**config.mk**
```make
export PLATFORM = sky130hd
export DESIGN_NAME = aes_sbox_sched
export DESIGN_NICKNAME = d
export VERILOG_FILES = /design/src/rtl/aes_sched_pkg.sv /design/src/rtl/aes_sub_bytes.sv /design/src/rtl/aes_sbox_sched.sv
export SDC_FILE = /design/constraint.sdc
export NUM_CORES = 2
export LEC_CHECK = 0
export CAP_MARGIN = 30
export CORE_AREA = 2 2 417 419
export DETAILED_ROUTE_END_ITERATION = 16
export DIE_AREA = 0 0 419 421
export DONT_BUFFER_PORTS = 1
export PLACE_DENSITY = 0.56
export SYNTH_ARGS = -nofsm -noshare
export SYNTH_HDL_FRONTEND = slang
export SYNTH_SLANG_ARGS = --single-unit
```
**constraint.sdc**
```tcl
create_clock -name clk -period 33.5 [get_ports clk]
set_clock_uncertainty 0.15 [all_clocks]
set_input_delay 5.025 -clock clk [delete_from_list [all_inputs] [get_ports clk]]
set_output_delay 5.025 -clock clk [all_outputs]
set_load 0.01 [all_outputs]
```
**src/rtl/aes_sched_pkg.sv**
```systemverilog
// Shared types and helpers for the S-box time-multiplexing scheduler.
//   state_e : scheduler FSM states
//   grant_e : which requester was served last (state datapath or key word)
//   beats() : number of beats needed to push a 16-byte state through nsbox lanes
package aes_sched_pkg;

    typedef enum logic [2:0] {
        StIdle,
        StSubSt,
        StSubKw,
        StDoneSt,
        StDoneKw
    } state_e;

    typedef enum logic {
        GNT_ST,
        GNT_KW
    } grant_e;

    function automatic int unsigned beats(input int unsigned nsbox);
        return 16 / nsbox;
    endfunction

endpackage

```
**src/rtl/aes_sub_bytes.sv**
```systemverilog
// Single AES S-box lane: multiplicative inverse in GF(2^8) followed by the
// AES affine transform. Purely combinational.
//   din  : input byte
//   dout : substituted byte
module aes_sub_bytes (
    input  logic [7:0] din,
    output logic [7:0] dout
);

    // GF(2^8) multiply modulo x^8 + x^4 + x^3 + x + 1
    function automatic logic [7:0] gf_mul(input logic [7:0] a, input logic [7:0] b);
        logic [7:0] p;
        logic [7:0] aa;
        p  = 8'h00;
        aa = a;
        for (int i = 0; i < 8; i++) begin
            if (b[i]) p = p ^ aa;
            aa = {aa[6:0], 1'b0} ^ (aa[7] ? 8'h1b : 8'h00);
        end
        return p;
    endfunction

    // x^254 == x^-1 for x != 0, and maps 0 to 0 as AES requires.
    // Builds x^(2^k - 1) up to x^127, then one final squaring.
    function automatic logic [7:0] gf_inv(input logic [7:0] x);
        logic [7:0] y;
        y = x;
        for (int i = 0; i < 6; i++) begin
            y = gf_mul(gf_mul(y, y), x);
        end
        return gf_mul(y, y);
    endfunction

    function automatic logic [7:0] affine(input logic [7:0] b);
        return b ^ {b[6:0], b[7]} ^ {b[5:0], b[7:6]} ^ {b[4:0], b[7:5]} ^ {b[3:0], b[7:4]}
               ^ 8'h63;
    endfunction

    always_comb begin
        dout = affine(gf_inv(din));
    end

endmodule

```
**src/rtl/aes_sbox_sched.sv**
```systemverilog
// Shares a bank of NSBOX S-box lanes between the round datapath (16-byte
// SubBytes, serialised over 16/NSBOX beats) and the key schedule (4-byte
// SubWord, one beat). Round-robin arbitration when both request together.
//   clk, rst_n          : clock, asynchronous active-low reset
//   st_valid/st_in      : state request and 128-bit state
//   st_ready            : state request may be accepted this cycle
//   st_done/st_out      : one-cycle completion pulse, substituted state
//   kw_valid/kw_in      : key-word request and 32-bit word
//   kw_ready            : key-word request may be accepted this cycle
//   kw_done/kw_out      : one-cycle completion pulse, substituted word
//   busy                : scheduler not idle
module aes_sbox_sched
    import aes_sched_pkg::*;
#(
    parameter int unsigned NSBOX = 4
) (
    input  logic         clk,
    input  logic         rst_n,
    input  logic         st_valid,
    input  logic [127:0] st_in,
    output logic         st_ready,
    output logic         st_done,
    output logic [127:0] st_out,
    input  logic         kw_valid,
    input  logic [31:0]  kw_in,
    output logic         kw_ready,
    output logic         kw_done,
    output logic [31:0]  kw_out,
    output logic         busy
);

    localparam int unsigned NB = beats(NSBOX);
    localparam int unsigned CW = (NB > 1) ? $clog2(NB) : 1;

    if (NSBOX != 4 && NSBOX != 8 && NSBOX != 16) begin : g_bad_nsbox
        $error("aes_sbox_sched: NSBOX must be 4, 8 or 16");
    end

    state_e         state_q;
    logic [CW-1:0]  cnt_q;
    grant_e         last_grant_q;
    logic [127:0]   st_buf_q;
    logic [31:0]    kw_buf_q;

    logic           both_valid;
    logic           st_acc;
    logic           kw_acc;
    logic [7:0]     lane_in  [NSBOX];
    logic [7:0]     lane_out [NSBOX];

    assign both_valid = st_valid & kw_valid;

    // On contention, only the side that was not served last sees ready.
    always_comb begin
        st_ready = 1'b0;
        kw_ready = 1'b0;
        if (state_q == StIdle) begin
            st_ready = !both_valid || (last_grant_q == GNT_KW);
            kw_ready = !both_valid || (last_grant_q == GNT_ST);
        end
    end

    assign st_acc = st_valid & st_ready;
    assign kw_acc = kw_valid & kw_ready;
    assign busy   = (state_q != StIdle);

    // Unused lanes are held at zero so the S-box logic does not toggle.
    always_comb begin
        for (int j = 0; j < NSBOX; j++) begin
            lane_in[j] = 8'h00;
            if (state_q == StSubSt) begin
                lane_in[j] = st_buf_q[(int'(cnt_q) * NSBOX + j) * 8 +: 8];
            end else if (state_q == StSubKw && j < 4) begin
                lane_in[j] = kw_buf_q[(j % 4) * 8 +: 8];
            end
        end
    end

    for (genvar j = 0; j < NSBOX; j++) begin : g_lane
        aes_sub_bytes u_sbox (
            .din  (lane_in[j]),
            .dout (lane_out[j])
        );
    end

    always_ff @(posedge clk or negedge rst_n) begin
        if (!rst_n) begin
            state_q      <= StIdle;
            cnt_q        <= '0;
            last_grant_q <= GNT_ST;
            st_buf_q     <= '0;
            kw_buf_q     <= '0;
            st_out       <= '0;
            kw_out       <= '0;
            st_done      <= 1'b0;
            kw_done      <= 1'b0;
        end else begin
            st_done <= 1'b0;
            kw_done <= 1'b0;
            unique case (state_q)
                StIdle: begin
                    if (st_acc) begin
                        st_buf_q     <= st_in;
                        last_grant_q <= GNT_ST;
                        cnt_q        <= '0;
                        state_q      <= StSubSt;
                    end else if (kw_acc) begin
                        kw_buf_q     <= kw_in;
                        last_grant_q <= GNT_KW;
                        state_q      <= StSubKw;
                    end
                end
                StSubSt: begin
                    for (int j = 0; j < NSBOX; j++) begin
                        st_out[(int'(cnt_q) * NSBOX + j) * 8 +: 8] <= lane_out[j];
                    end
                    if (cnt_q == CW'(NB - 1)) begin
                        cnt_q   <= '0;
                        st_done <= 1'b1;
                        state_q <= StDoneSt;
                    end else begin
                        cnt_q <= cnt_q + 1'b1;
                    end
                end
                StSubKw: begin
                    kw_out  <= {lane_out[3], lane_out[2], lane_out[1], lane_out[0]};
                    kw_done <= 1'b1;
                    state_q <= StDoneKw;
                end
                StDoneSt, StDoneKw: begin
                    state_q <= StIdle;
                end
                default: begin
                    state_q <= StIdle;
                end
            endcase
        end
    end

endmodule

```
* Word-level counts from Yosys, hierarchy flattened
Index checks and enable logic that the tools add are counted.
** Cells by class
- Divide/modulo/power cells :: 0
- Equality and inequality tests :: 6
- Reductions and logical operators :: 12
- Muxes and demuxes :: 806
- $lt $le $gt $ge :: 0
- Multipliers :: 0
- Add/sub/neg operators :: 8
- Bitwise operators :: 753
- Shift-type cells :: 12
** Operators with widths (count)
- $xor 8x8->8 :: 744
- $mux 8 :: 424
- $mux 5 :: 364
- $bwmux 128 :: 4
- $shift 8x34->128 const A :: 4
- $shiftx 8x34->128 :: 4
- $shiftx 128x33->8 :: 3
- $shiftx 128x8->8 :: 1
- $neg 8->34 :: 3
- $neg 7->34 :: 1
- $not 4->4 :: 4
- $add 4x2->5 const B :: 2
- $mux 3 :: 3
- $pmux 3 s3 :: 1
- $reduce_and 2->1 :: 4
- $mux 1 :: 7
- $add 4x1->5 const B :: 1
- $mux 2 :: 2
- $pmux 2 s2 :: 1
- $reduce_bool 2->1 :: 2
- $and 1x1->1 :: 3
- $eq 3x1->1 const B :: 1
- $eq 3x2->1 const B :: 1
- $logic_not 3->1 :: 1
- other kinds (10) :: 12
** Storage, ports and cells
- Input port bits :: 164
- Word-level logic and storage cells :: 1606
- Memory bits (read-only) :: 0
- Flip-flop bits (word level) :: 328
- Latch bits :: 0
- Bits in writable memories :: 0
- Memories :: 0
- Output and inout port bits :: 165

* Logic depth before layout (Yosys ltp)
- Depth in word-level cells :: 221
- Gate-level depth with buffers :: 106
- Depth with buffers taken out :: 87

* By module
From an unflattened synthesis, not the netlist that was laid out.
** Unflattened totals
- Cell total of the unflattened synthesis :: 8278
- Area total of the unflattened synthesis :: 70661.5 um^2
** Modules (own cells, without submodules)
- aes_sub_bytes (g_lane[1].u_sbox ...) :: instances 3, area each 14167.3 um^2, sequential area each 0.0 um^2, cells each 1796
- aes_sbox_sched :: instances 1, area each 14189.9 um^2, sequential area each 8207.9 um^2, cells each 1161
- aes_sub_bytes (g_lane[0].u_sbox) :: instances 1, area each 13969.6 um^2, sequential area each 0.0 um^2, cells each 1729

* Worst setup path after synthesis
No wires, ideal clock.
- Path type :: flip-flop to flip-flop
- Start :: reg state_q[1]
- End :: reg kw_out[22]
- Stages on the path, launching flop included :: 105
- Setup time :: 125 ps
- Arrival :: 25004 ps
- Period minus slack after synthesis :: 25278 ps
- Buffers on the path :: 19
- Required time :: 33225 ps
- Slack :: 8222 ps
- Cells stage by stage :: dfrtp_1 > or3b_1 > buf_4 > clkinv_8 > buf_8 > buf_8 > buf_8 > buf_6 > buf_8 > a22oi_2 > inv_1 > clkbuf_1 > clkbuf_1 > clkbuf_1 > buf_1 > ha_1 > buf_1 > xnor2_1 > [69 not listed] > xnor2_1 > xnor2_1 > xnor2_1 > xnor2_1 > clkbuf_1 > clkbuf_1 > ha_1 > xnor2_1 > xnor2_1 > a21oi_1 > o21ai_1 > o211ai_1 > nand2_1 > o32ai_1 > xor2_1 > xnor2_2 > xnor2_1 > mux2_2
** On the way
- Longest elaborated chain between the ends :: 209
- Elaborated cells between the ends (all ways) :: 386
- Classes of those cells :: eq/ne: 2; mux: 197; bitwise: 187
** Ends and longest elaborated chain
- start: declaration :: RTL line aes_sbox_sched.sv:39 : state_e state_q;
- start signal: assignment :: RTL line aes_sbox_sched.sv:88 : state_q <= StIdle;
- start signal: assignment :: RTL line aes_sbox_sched.sv:106 : state_q <= StSubSt;
- start signal: assignment :: RTL line aes_sbox_sched.sv:110 : state_q <= StSubKw;
- $eq 3x2->1 :: RTL line aes_sbox_sched.sv:73, aes_sbox_sched.sv:100
- $mux 8 :: RTL line aes_sbox_sched.sv:73 : end else if (state_q == StSubKw && j < 4) begin
- $mux 8 :: RTL line aes_sbox_sched.sv:71 : if (state_q == StSubSt) begin
- $mux 5, or another cell as far along :: RTL line aes_sub_bytes.sv:18 : aa = {aa[6:0], 1'b0} ^ (aa[7] ? 8'h1b : 8'h00);
- $xor 8x8->8 (on tied branches) :: RTL line aes_sub_bytes.sv:18, aes_sub_bytes.sv:17
- $xor 8x8->8 or $mux 8 (tied branches) :: RTL line aes_sub_bytes.sv:17 : if (b[i]) p = p ^ aa;
- $mux 8 or $xor 8x8->8 (tied branches) :: RTL line aes_sub_bytes.sv:17
- $xor 8x8->8 or $mux 8 (tied branches) :: RTL line aes_sub_bytes.sv:17
- [190 not listed]
- $xor 8x8->8 :: RTL line aes_sub_bytes.sv:17
- $mux 8 :: RTL line aes_sub_bytes.sv:17
- $xor 8x8->8 :: RTL line aes_sub_bytes.sv:17
- $mux 8 :: RTL line aes_sub_bytes.sv:17
- $xor 8x8->8 :: RTL line aes_sub_bytes.sv:17
- $mux 8 :: RTL line aes_sub_bytes.sv:17
- $xor 8x8->8 (4 in series) :: RTL line aes_sub_bytes.sv:35 : return b ^ {b[6:0], b[7]} ^ {b[5:0], b[7:6]} ^ {b[4:0], b[7:5]} ^ {b[3:0], b[7:4]}
- $not 4->4 (no source line)
- end signal: assignment :: RTL line aes_sbox_sched.sv:126 : kw_out <= {lane_out[3], lane_out[2], lane_out[1], lane_out[0]};
- end: declaration :: RTL line aes_sbox_sched.sv:28 : output logic [31:0] kw_out,
Several ways; a longest one is shown, not always the timed one.
A chain may end at the register's enable or synchronous reset.

* Worst setup path after layout
- Start :: reg cnt_q[0]
- End :: reg st_out[20]
** On the way
- Longest elaborated chain between the ends :: 213
- Elaborated cells between the ends (all ways) :: 1555
- Classes of those cells :: add/sub: 7; shift: 12; mux: 788; bitwise: 748
** Ends and longest elaborated chain
- start: declaration :: RTL line aes_sbox_sched.sv:40 : logic [CW-1:0] cnt_q;
- start signal: assignment :: RTL line aes_sbox_sched.sv:122 : cnt_q <= cnt_q + 1'b1;
- $add 4x1->5 or $shiftx 128x8->8 (tied branches) :: RTL line aes_sbox_sched.sv:72, aes_sbox_sched.sv:115
- $shiftx 128x33->8 or $mux 8 (tied branches) :: RTL line aes_sbox_sched.sv:72, aes_sbox_sched.sv:71
- $mux 8, or another cell as far along :: RTL line aes_sbox_sched.sv:71
- $mux 5, or another cell as far along :: RTL line aes_sub_bytes.sv:18
- $xor 8x8->8, or another cell as far along :: RTL line aes_sub_bytes.sv:18
- $xor 8x8->8 or $mux 8 (tied branches) :: RTL line aes_sub_bytes.sv:17
- $mux 8 or $xor 8x8->8 (tied branches) :: RTL line aes_sub_bytes.sv:17
- $xor 8x8->8 or $mux 8 (tied branches) :: RTL line aes_sub_bytes.sv:17
- [194 not listed]
- $xor 8x8->8 or $mux 8 (tied branches) :: RTL line aes_sub_bytes.sv:17
- $mux 8 or $xor 8x8->8 (tied branches) :: RTL line aes_sub_bytes.sv:17, aes_sub_bytes.sv:35
- $xor 8x8->8 (3 in series) :: RTL line aes_sub_bytes.sv:35
- $xor 8x8->8 or $not 4->4 (tied branches)
- $not 4->4 (no source line) or $shiftx 8x34->128 (tied branches)
- $shiftx 8x34->128 or $bwmux 128 (tied branches) :: RTL line aes_sbox_sched.sv:115 : st_out[(int'(cnt_q) * NSBOX + j) * 8 +: 8] <= lane_out[j];
- $bwmux 128 (2 in series) :: RTL line aes_sbox_sched.sv:115
- $bwmux 128 (*) :: RTL line aes_sbox_sched.sv:115
- end signal: indexed assignment :: RTL line aes_sbox_sched.sv:115
- end: declaration :: RTL line aes_sbox_sched.sv:23 : output logic [127:0] st_out,
Mark *: on every way between the ends. The rest lies on a longest branch, timed or not.

==> reports/metrics.sh <==
STATUS='finished clean'
CRITPATHKIND='register to register'
GRT_START_MAX_NET_PINS=329
LAYOUT-DRIVE-GT1-SHARE_PCT=10.4
PER_CELL_ROUTED_WIRE_LENGTH_UM=22.2
GPL.FINAL_WEIGHTED_CONGESTION=0.897
DIE_WIDTH_UM=419
SYNTHCELLS=8145
CLKSLEWWORSTSETUPHOLDPATHS_NS=0.06
SYNTH_TOP_CELLS_BY_AREA='xnor2_1 (17%), dfrtp_1 (12%), xnor3_1 (12%)'
DETAILED_PLACE_HPWL_UM=159000
DIE_HEIGHT_UM=421
GLOBAL_ROUTE_USAGE_OVER_ALL_LAYERS_PCT=24.6
CTS_TREE='yes'
TIMING_HOLD_VIOLATIONS_FINAL=0
PATH_COMMON_CELL='xnor2_1'
CORE_MM2=0.172
CPPEAKSTAGEDELAY_NS=0.87
CRITICAL_PATH.REG2REG.STARTPOINT='cnt_q[0]'
SETUP.WORST_PATH.END_CLASS='register'
NUMCLOCKSINKS=328
GLOBAL_ROUTE_CONGESTION_OVERFLOW_TOTAL=0
LAYOUT.FILLER_CELLS=17200
PERIOD_UTILIZATION_PCT=89.5
PLACE.PORT_BUFFERS=0
SLOWEST_CP_CELL='dfrtp_4'
SYNTH_LARGEST_TYPE_AREA_FRACTION_PCT=17.5
CTS_HOLD_BUFFERS=0
NUMBER_OF_MAXIMUM_CAPACITANCE_VIOLATIONS=0
ROWS=153
POST_DETAILED_ROUTING_WIRE_LENGTH_UM=225000
POSTSYNTHAREAPERCELL_UM2=8.40
HOLD_PATH_CLASS='register to register'
INSERTION_DELAY_NS=0.58
SYNTHESIS.YOSYS.WARNINGS=0
ASYNC_FLOP_SHARE_PCT=100
CTS_INSERTED_BUFFERS=34
CLOCK_TREE.BUFFER_DEPTH=3
PRIMARY_FF_MASTER_SYNTH='dfrtp_1'
NETLIST_AREA_MM2=0.0684
FINAL_COMMON_CELL='xnor2_1'
HTREE_LEVELS=2
FINALWORSTPATHREQUIREDPERIOD_NS=29.98
POST-CTS-SETUP-BUFFER-COUNT=0
NETS=7986
NUMBER_OF_PORTS_PLACED_ON_THE_DIE_BOUNDARY=329
YS_FF_LATCH=328
INITIAL_ANTENNA_VIOLATION_COUNT=24
EFFECTIVE_UTILIZATION_AT_FLOORPLAN_PCT=39.7
SYNTH.LIB_CELLS_USED.DISTINCT=131
FIN_SETUP_TNS_NS=0
MAX-SLEW-MARGIN-REL_PCT=20.4
REG2REG_TO='st_out[20]'
CRIT_REQUIRED_NS=33.80
POST_DRT_VIA_CELL_RATIO=5.78
WORST_PIN_SLEW_NS=1.19
START_KIND='register'
SETUP_REPAIR_AFTER_GLOBAL_ROUTING_MISSED_ITS_MARGIN='false'
YS_SEQ_AREA_SHARE_PCT=12.0
WORSTSETUPSTARTPOINT='cnt_q[0]'
DIEAREA_MM2=0.176
DRT_FIRST_ITER_VIOLATIONS=5568
CTS_ROOT_BUFFER='clkbuf_16'
R2R_SETUP_SLACK_NS=3.52
SYNTH_EDF_COUNT=0
PEAK_FREQ_MHz=33.4
POST_CTS.RESIZED_INSTANCES=0
CP-ENDPOINT='st_out[20]'
LAYOUT_COMMON_CELLS='xnor2_1 (1363), nor2_1 (1041), nand2_1 (876), xor2_1 (513), xnor3_1 (352)'
SYN-NUM-NETS=8345
ROUTE.ANTENNA.REMAINING_NETS=0
DRC=0
DETAIL_ROUTE.FIRST_PASS.ITERATIONS=6
DATA_ARRIVAL_CRITICAL_PATH_NS=30.28
SETUP_VIOLATIONS=0
FINAL-MAX-SLEW-VIOLATION-COUNT=0
GRT_FIRST_PASS_WIRELENGTH_UM=347000
CRITICAL_PATH.MAX_FANOUT=49
SYN_TO_FINAL_GROWTH_PCT=4.12
SYNTHDOMINANTAREACELLTYPE='xnor2_1'
REG2REGPATHDEPTH=87
LAYOUT.CORE_UTILIZATION_PCT=41.3
DETAILROUTE.VIA_COUNT=58600
GRT_PASS1_VIAS=55700
==> per-layer routing <==
metal / part of all wire [%] / track usage (%) / vias to the layer above
li1: - / - / 27500
met1: 43 / 33.2 / 28700
met2: 47 / 40.5 / 2061
met3: 5.7 / 2.39 / 332
met4: 4.0 / 9.07 / 14
met5: 0.052 / 0 / -
==> cells in the mapped netlist, types with 25 or more instances <==
cell type,count
a211oi_1,56
a21o_1,25
a21oi_1,326
a221oi_1,26
a22o_1,47
a22oi_1,74
a31oi_1,46
and2_1,47
and3_1,41
buf_1,50
buf_2,141
buf_4,80
clkbuf_1,278
dfrtp_1,328
ha_1,36
inv_1,65
mux2_2,197
mux2i_1,176
mux4_2,33
nand2_1,877
nand2b_1,45
nand3_1,148
nand4_1,30
nor2_1,1041
nor2b_1,40
nor3_1,168
o211ai_1,39
o21a_1,30
o21ai_0,334
o21ai_1,99
o221ai_1,35
o22ai_1,112
or3_1,38
xnor2_1,1365
xnor2_2,123
xnor3_1,352
xor2_1,513
xor2_2,27
xor3_1,72
==> per-stage QoR <==
step	instances	instance area (um2)	setup WS, ns	hold WS [ns]
2_1_floorplan	8145	68400	8.22	0.324
3_3_place_gp	10100	69800	4.09	0.334
3_5_place_dp	10100	70000	3.87	0.337
4_1_cts	10100	71100	3.72	0.351
5_1_grt	10100	71200	1.47	0.363
6_report	10200	71200	3.52	0.352
==> worst min-delay path by stage <==
stage,start,to,slack (ns),depth (start not counted)
2_1_floorplan,st_buf_q[64],st_buf_q[64],0.32,1
3_3_place_gp,st_buf_q[96],st_buf_q[96],0.33,1
3_5_place_dp,st_buf_q[69],st_buf_q[69],0.34,1
4_1_cts,st_buf_q[69],st_buf_q[69],0.35,1
5_1_grt,st_buf_q[66],st_buf_q[66],0.36,1
6_report,st_buf_q[69],st_buf_q[69],0.35,1
==> registers in the layout (all words and copies together) (netlist names) <==
| name | cells |
|---|---|
| st_done | 1 |
| kw_done | 1 |
| st_buf_q | 128 |
| last_grant_q | 1 |
| cnt_q | 2 |
| kw_out | 32 |
| kw_buf_q | 32 |
| state_q | 3 |
| st_out | 128 |
==> cell families (layout without fill, tap and decap cells) <==
group           count (synthesis)  count (layout)  share of synthesized area, %
simple gates                 2617            2617                          16.7
xor+xnor                     2493            2493                          43.2
compound gates               1592            1592                          15.8
buf+inv                       670             334                          4.69
mux                           409             409                          6.96
flops                         328             328                          12.0
fa+ha+maj                      36              36                         0.658
other cells                     0              16                             0
==> worst max-delay path, delay by kind of cell (launching register included) <==
kind	cells	cell delay, ns
AO/OA/AOI/OAI	11	2.37
multiplexers	5	1.39
adder cells (fa/ha/maj)	7	3.01
XOR/XNOR	44	17.56
flip-flops	1	0.87
AND/OR/NAND/NOR	11	1.83
buffers and inverters	9	2.51
==> layout make-up <==
type / instances / area [um2] / share of cell area (%)
Timing Repair Buffer: 182 / 1470 / 2.06
Antenna cell: 16 / 40.0 / 0.0562
Clock buffer: 43 / 966 / 1.36
Tap cell: 2325 / 2910 / 4.08
Clock inverter: 16 / 161 / 0.227
Sequential cell: 328 / 8210 / 11.5
Multi-Input combinational cell: 7147 / 57100 / 80.2
Inverter: 93 / 362 / 0.508
Power is not shown: default switching activity piles up to over one toggle a cycle in this logic, so the estimate is an artifact.
